## src/rtl/adder_pkg.sv

```systemverilog
// Shared definitions for the nibble-serial adder arbiter: nibble width,
// default operand width and FSM state encodings.
package adder_pkg;

    localparam int NIBBLE_W      = 4;
    localparam int DEFAULT_WIDTH = 16;

    typedef enum logic [1:0] {
        IDLE = 2'd0,
        ADD  = 2'd1,
        DONE = 2'd2
    } state_t;

endpackage

```

## src/rtl/adder4c.sv

```systemverilog
// 4-bit combinational adder with carry in and carry out; the single
// arithmetic resource shared by both requesters.
module adder4c (
    input  logic [3:0] a,
    input  logic [3:0] b,
    input  logic       cin,
    output logic [3:0] s,
    output logic       cout
);

    assign {cout, s} = 5'(a) + 5'(b) + 5'(cin);

endmodule

```

## src/rtl/adder_arbiter_seq.sv

```systemverilog
// Two-requester arbiter sharing one 4-bit adder; WIDTH-bit sums are built
// one nibble per cycle, LSB first. Define ADDER_SAT_EN to saturate on carry out.
module adder_arbiter_seq
    import adder_pkg::*;
#(
    parameter int WIDTH = DEFAULT_WIDTH
) (
    input  logic             clk,
    input  logic             rst_n,
    input  logic             req0_valid,
    input  logic [WIDTH-1:0] req0_a,
    input  logic [WIDTH-1:0] req0_b,
    output logic             req0_ready,
    input  logic             req1_valid,
    input  logic [WIDTH-1:0] req1_a,
    input  logic [WIDTH-1:0] req1_b,
    output logic             req1_ready,
    output logic             rsp_valid,
    input  logic             rsp_ready,
    output logic             rsp_id,
    output logic [WIDTH-1:0] rsp_sum,
    output logic             rsp_cout
);

    localparam int NIBBLES = WIDTH / NIBBLE_W;
    localparam int IDX_W   = (NIBBLES > 1) ? $clog2(NIBBLES) : 1;

    state_t             state, next_state;
    logic [WIDTH-1:0]   a_q, b_q, sum_q;
    logic [IDX_W-1:0]   idx;
    logic               carry;
    logic               id_q;
    logic               last_served;
    logic               grant;
    logic               rdy0, rdy1;
    logic [NIBBLE_W-1:0] nib_s;
    logic               nib_cout;

    adder4c u_adder4c (
        .a    (a_q[idx*NIBBLE_W +: NIBBLE_W]),
        .b    (b_q[idx*NIBBLE_W +: NIBBLE_W]),
        .cin  (carry),
        .s    (nib_s),
        .cout (nib_cout)
    );

    always_comb begin
        next_state = state;
        rdy0       = 1'b0;
        rdy1       = 1'b0;
        // On a tie the requester not served last wins.
        if (req0_valid && req1_valid) grant = ~last_served;
        else                          grant = req1_valid;
        case (state)
            IDLE: begin
                if (rst_n) begin
                    rdy0 = req0_valid && !grant;
                    rdy1 = req1_valid && grant;
                end
                if (rdy0 || rdy1) next_state = ADD;
            end
            ADD:  if (idx == IDX_W'(NIBBLES - 1)) next_state = DONE;
            DONE: if (rsp_ready) next_state = IDLE;
            default: next_state = IDLE;
        endcase
    end

    always_ff @(posedge clk) begin
        if (!rst_n) begin
            state       <= IDLE;
            a_q         <= '0;
            b_q         <= '0;
            sum_q       <= '0;
            idx         <= '0;
            carry       <= 1'b0;
            id_q        <= 1'b0;
            last_served <= 1'b1;
        end else begin
            state <= next_state;
            case (state)
                IDLE: begin
                    if (rdy0 || rdy1) begin
                        a_q         <= grant ? req1_a : req0_a;
                        b_q         <= grant ? req1_b : req0_b;
                        id_q        <= grant;
                        last_served <= grant;
                        idx         <= '0;
                        carry       <= 1'b0;
                    end
                end
                ADD: begin
                    sum_q[idx*NIBBLE_W +: NIBBLE_W] <= nib_s;
                    carry <= nib_cout;
                    if (idx == IDX_W'(NIBBLES - 1)) idx <= '0;
                    else                            idx <= idx + 1'b1;
                end
                default: ;
            endcase
        end
    end

    assign req0_ready = rdy0;
    assign req1_ready = rdy1;
    assign rsp_valid  = (state == DONE);
    assign rsp_id     = id_q;
    assign rsp_cout   = carry;
`ifdef ADDER_SAT_EN
    assign rsp_sum    = carry ? '1 : sum_q;
`else
    assign rsp_sum    = sum_q;
`endif

endmodule

```

## config.mk

```make
export PLATFORM = sky130hd
export DESIGN_NAME = adder_arbiter_seq
export DESIGN_NICKNAME = d
export VERILOG_FILES = /design/src/rtl/adder_pkg.sv /design/src/rtl/adder4c.sv /design/src/rtl/adder_arbiter_seq.sv
export SDC_FILE = /design/constraint.sdc
export NUM_CORES = 1
export LEC_CHECK = 0
export ABC_AREA = 1
export CORE_MARGIN = 3
export CORE_UTILIZATION = 35
export DETAILED_ROUTE_END_ITERATION = 12
export HOLD_SLACK_MARGIN = 0.1
export PLACE_DENSITY_LB_ADDON = 0.1
export SLEW_MARGIN = 20
export SYNTH_ARGS = -nofsm -noshare
export SYNTH_HDL_FRONTEND = slang
export SYNTH_HIERARCHICAL = 1
export SYNTH_SLANG_ARGS = --single-unit
```

## constraint.sdc

```tcl
create_clock -name clk -period 5.3 [get_ports clk]
set_input_delay 0.53 -clock clk [delete_from_list [all_inputs] [get_ports clk]]
set_output_delay 0.53 -clock clk [all_outputs]
set_load 0.005 [all_outputs]
```

## Word level (Yosys, flattened, before mapping)

Cells that the tools add are included.

- Flip-flop bits (word level): 55
- Bits in latches: 0
- Memory bits (writable): 0
- ROM bits: 0
- Bits of input ports: 69
- Output and inout port bits: 21
- Logic and storage cells: 54
- Memories kept: 0

- Add/sub/neg operators: 4
- $mul: 0
- Divide/modulo/power cells: 0
- Magnitude comparators: 0
- Equal/unequal tests: 7
- Shift operators: 4
- Muxes and demuxes: 19
- Bitwise operators: 1
- Reductions and logical operators: 11

Operators with widths:

| cell | count |
|---|---|
| 4-bit negator with 34-bit output | 1 |
| 4-bit by 34-bit variable shift with 16-bit output, first input constant | 1 |
| 4-bit by 34-bit variable part select with 16-bit output | 1 |
| 16-bit 2-to-1 mux | 2 |
| 16-bit by 5-bit variable part select with 4-bit output | 2 |
| 16-bit bitwise mux | 1 |
| 2-bit 2-to-1 mux | 5 |
| 1-bit 2-to-1 mux | 8 |
| 2-bit != test, second input constant | 3 |
| 2-bit case mux with 3 select lines | 1 |
| 4-bit by 4-bit adder with 5-bit output | 1 |
| 5-bit by 1-bit adder with 5-bit output | 1 |
| 2-bit == test, second input constant | 2 |
| 2-bit case mux with 2 select lines | 1 |
| 2-bit AND reduction | 2 |
| 1-bit logical AND | 3 |
| 3-bit AND reduction | 1 |
| 2-bit by 1-bit adder with 2-bit output, second input constant | 1 |
| 2-bit by 1-bit == test with 1-bit output, second input constant | 1 |
| 2-bit logical NOT | 1 |
| 1-bit logical OR | 2 |
| 2-bit by 1-bit != test with 1-bit output, second input constant | 1 |
| 1-bit case mux with 2 select lines | 1 |
| 2-bit nonzero test | 1 |
| 2 further kinds | 2 |

## Longest topological paths before layout

- Word-level depth: 10
- Mapped depth: 13
- Gate-level depth less buffers: 12

## By module

Netlist, hierarchy kept.

Modules (own cells, without submodules):

| module | instances | cells an instance | area each (sq um) | seq. area each (sq um) |
|---|---|---|---|---|
| adder_arbiter_seq | 1 | 430 | 2,832.7 | 1,101.1 |
| adder4c | 1 | 25 | 165.2 | 0.0 |

## Worst setup path before layout

OpenSTA, ideal clock, no wires.

- Kind: register to register
- Start point: register idx[0]
- End point: register sum_q[6], in the netlist rsp_sum[6]
- Setup time: 70 ps
- Arrival time: 2,240 ps
- Data required time: 5,230 ps
- Path slack: 2,990 ps
- Cell stages (with the launch flop): 13
- Buffers on the path: 2
- Period minus slack after synthesis: 2,310 ps
- Cell sequence: dfxtp_1 > clkbuf_1 > buf_2 > nor2_1 > o22ai_1 > fa_1 > inv_1 > fa_1 > xnor2_1 > nand2_1 > nor2_1 > nand2_1 > a21oi_1

- Cells in the longest elaborated chain, start to end: 5
- Elaborated cells between the ends (all ways): 8
- Classes of those cells: add/sub: 3; shift: 4; mux: 1

Ends and longest elaborated chain:

| what | line | text |
|---|---|---|
| from (decl) | adder_arbiter_seq.sv:30 | `logic [IDX_W-1:0] idx;` |
| from (signal assigned) | adder_arbiter_seq.sv:95 | `else idx <= idx + 1'b1;` |
| 16-bit by 5-bit variable part select with 4-bit output (on tied branches) | adder_arbiter_seq.sv:40, adder_arbiter_seq.sv:41 |  |
| 4-bit by 4-bit adder with 5-bit output (*) | adder4c.sv:11 | `assign {cout, s} = 5'(a) + 5'(b) + 5'(cin);` |
| 5-bit by 1-bit adder with 5-bit output (*) | adder4c.sv:11 |  |
| net nib_s[2] | adder_arbiter_seq.sv:36 | `logic [NIBBLE_W-1:0] nib_s;` |
| 4-bit by 34-bit variable part select with 16-bit output (*) | adder_arbiter_seq.sv:92 | `sum_q[idx*NIBBLE_W +: NIBBLE_W] <= nib_s;` |
| 16-bit bitwise mux (*) | adder_arbiter_seq.sv:92 |  |
| to (signal, indexed assignment) | adder_arbiter_seq.sv:92 |  |
| to (decl) | adder_arbiter_seq.sv:29 | `logic [WIDTH-1:0] a_q, b_q, sum_q;` |

The timed path passes the listed nets; every way through them passes the cells marked *.
A chain may end at the register's enable or synchronous reset.

## Worst setup path in the final report

- Start point: register idx[0]
- End point: register sum_q[5], in the netlist rsp_sum[5]

Same word-level chain as after synthesis.

==> flow_metrics.tcl <==
set metrics [dict create \
    peakVddDrop_mv 0.1000 \
    fin_crit_ns 3.345 \
    synth_commonest_cells "nand2_1 (103), nor2_1 (64), a21oi_1 (55), dfxtp_1 (55), nand3_1 (45)" \
    instances_no_fill 630 \
    routedWlPerCell_um 12.40 \
    critical_path_required_ns 5.54 \
    finalCritPeriodShare_pct 63.11 \
    routed_via_density 4.830 \
    final_layout_size_suffix_gt1_share_pct 4.000 \
    avgSynthCellArea_sq_um 6.589 \
    p_per_area_nw_per_um2 260.4 \
    final_nets 602 \
    numCtsBuffers 5 \
    ff2ff_setup_slack_ns 1.96 \
    end_kind "flop" \
    cap_violations 0 \
    p_total_mw 1.046 \
    worst-path-max-fanout 23 \
    drv_slew 0 \
    area_growth_syn_to_layout_pct 34.01 \
    ys_ff_latch 55 \
    hold_slack_ns 0.4679 \
    hp-class "reg -> reg" \
    ant_nets 0 \
    start_util_pct 36.30 \
    die-area_sq_um 9712 \
    grt_max_degree 43 \
    num_rows 33 \
    setup_violations 0 \
    dr.pass1.iters 4 \
    hold_viol 0 \
    yosysTopAreaCellShare_pct 36.73 \
    critPathKind "reg -> reg" \
    cts_num_sinks 55 \
    grt_antenna_before_repair 0 \
    timing.critical_path.from "idx[0]$_SDFFE_PN0P_" \
    syn_area_sq_um 2998 \
    grt-busiest-layer "met2" \
    netlist.top_cell.by_area "dfxtp_1" \
    overflow 0 \
    rr_worst_depth 11 \
    holdBufCountCts 0 \
    yosysMostFrequentCell "nand2_1" \
    grtUsageMet2_pct 26.47 \
    r2r-start "idx[0]$_SDFFE_PN0P_" \
    synth.yosys.seq_area_share_pct 36.73 \
    core_area_sq_um 8258 \
    grt_pass1_vias 2900 \
    h-tree-depth 2 \
    synth_nets 533 \
    grt_pass1_wl_um 13300 \
    syn_inst 455 \
    clock_path_buffers 2 \
    vias 3043 \
    io_buffers 89 \
    die_w_um 98.55 \
    grt_usage_pct 16.31 \
    arrival_ns 3.59 \
    cts_tree "done" \
    dp_cells 622 \
    synth_edf_count 0 \
    p_leak_nw 1.666 \
    grtUsageMet3_pct 2.619 \
    insertion_delay_ns 0.31 \
    startpoint_type "flop" \
    grtUsageMet1_pct 22.55 \
    dp_slack_ns 1.757 \
    max_slew_margin_pct 51.23 \
    clock.fmax_mhz 299.0 \
    rsz0062_at_grt "no" \
    post-cts-setup-buffer-count 0 \
    die-height_um 98.55 \
    drc 0 \
    diodes 0 \
    hpwl_um 5812 \
    wirelength_um 7812 \
    cts_resized 0 \
    synthDistinctLibCells 23 \
    reg2reg_to "rsp_sum[5]$_SDFFE_PN0P_" \
    skew_ns 0.005667 \
    yosys_warnings 6 \
    ys.flop_type "dfxtp_1" \
    cp-endpoint "rsp_sum[5]$_SDFFE_PN0P_" \
    boundaryPins 90 \
    fin_ws_ns 1.955 \
    fin_setup_tns_ns 0 \
    netlist_top_cells_area "dfxtp_1 (37%), nand2_1 (13%), a21oi_1 (9.2%)" \
    synth_async_sr_flop_share_pct 0 \
    cts.clk_slew.worst_paths_ns 0.10 \
    cts-root-buf "clkbuf_8" \
    place.gp.congestion 0.8143 \
    worst_pin_slew_ns 0.7305 \
    status "complete, no violations" \
    drtIter0Drc 125 \
]
final cells by class:
type                            count  area (sq um)
Timing Repair Buffer               93         920.9
Sequential cell                    55          1101
Multi-Input combinational cell    349          1672
Tap cell                          105         131.4
Clock buffer                        6         82.58
Inverter                           20         75.07
Fill cell                         878          4240
Clock inverter                      2         35.03
metrics by stage:
stage,instance area [sq um],utilization [%]
finish,4018,48.65
global route,4018,48.65
CTS,4015,48.62
detailed placement,3897,47.20
global placement,3897,47.20
floorplan,2998,-
worst min-delay path by stage:
| stage | from | endpoint | slack, ns | cells past startpoint |
|---|---|---|---|---|
| global placement | rsp_sum[12]$_SDFFE_PN0P_ | rsp_sum[12]$_SDFFE_PN0P_ | 0.45 | 2 |
| finish | rsp_sum[12]$_SDFFE_PN0P_ | rsp_sum[12]$_SDFFE_PN0P_ | 0.47 | 2 |
| global route | rsp_sum[8]$_SDFFE_PN0P_ | rsp_sum[8]$_SDFFE_PN0P_ | 0.49 | 2 |
| CTS | rsp_sum[12]$_SDFFE_PN0P_ | rsp_sum[12]$_SDFFE_PN0P_ | 0.47 | 2 |
| floorplan | b_q[10]$_SDFFE_PN0P_ | b_q[10]$_SDFFE_PN0P_ | 0.45 | 2 |
| detailed placement | rsp_sum[12]$_SDFFE_PN0P_ | rsp_sum[12]$_SDFFE_PN0P_ | 0.45 | 2 |
report_power, final:
group | internal, mW | switching, mW | leakage (nW) | total, mW
sequential | 0.446 | 0.0233 | 0.451 | 0.469
clock | 0.153 | 0.136 | 0.0612 | 0.289
combinational | 0.130 | 0.158 | 1.15 | 0.288
total | 0.729 | 0.317 | 1.67 | 1.05
kinds of logic (layout without fill, tap and decap cells):
| family | after synthesis | in the layout | synth area share (%) |
|---|---|---|---|
| simple gates | 220 | 220 | 30.76 |
| xor+xnor | 1 | 1 | 0.2922 |
| compound gates | 119 | 119 | 20.37 |
| fa+ha+maj | 9 | 9 | 4.257 |
| buf+inv | 51 | 121 | 7.596 |
| flops | 55 | 55 | 36.73 |
cell usage in the layout (no fill, tap or decap), drive strengths merged:
cell,count
dfxtp,55
buf,4
ha,7
clkdlybuf4s50,89
a21oi,55
nand2,106
nand3,46
nor3b,1
o21ai,54
inv,20
fa,2
bufinv,1
nor2,67
o21a,2
clkbuf,6
clkinv,1
o22ai,8
xnor2,1
sequential cells by signal, indices dropped and copies added, names as in the netlist:
register and count:
last_served 1, rsp_id 1, a_q 16, rsp_cout 1, b_q 16, rsp_sum 16
state 2, idx 2
per-layer routing:
metal,part of all wire (%),vias to the layer above
met4,1.0,0
met5,0,-
met2,46,69
met1,49,1328
met3,4.2,7
li1,-,1639
worst max-delay path, stage by stage (launching register included):
cell	delay (ns)
dfxtp_1	0.80
inv_1	0.53
o21ai_0	0.29
o22ai_1	0.13
fa_1	0.47
inv_1	0.09
fa_1	0.40
inv_1	0.08
nand2_1	0.08
nor2_1	0.16
nand2_1	0.07
a21oi_1	0.15
No activity file was read; power rests on OpenSTA's default activity.
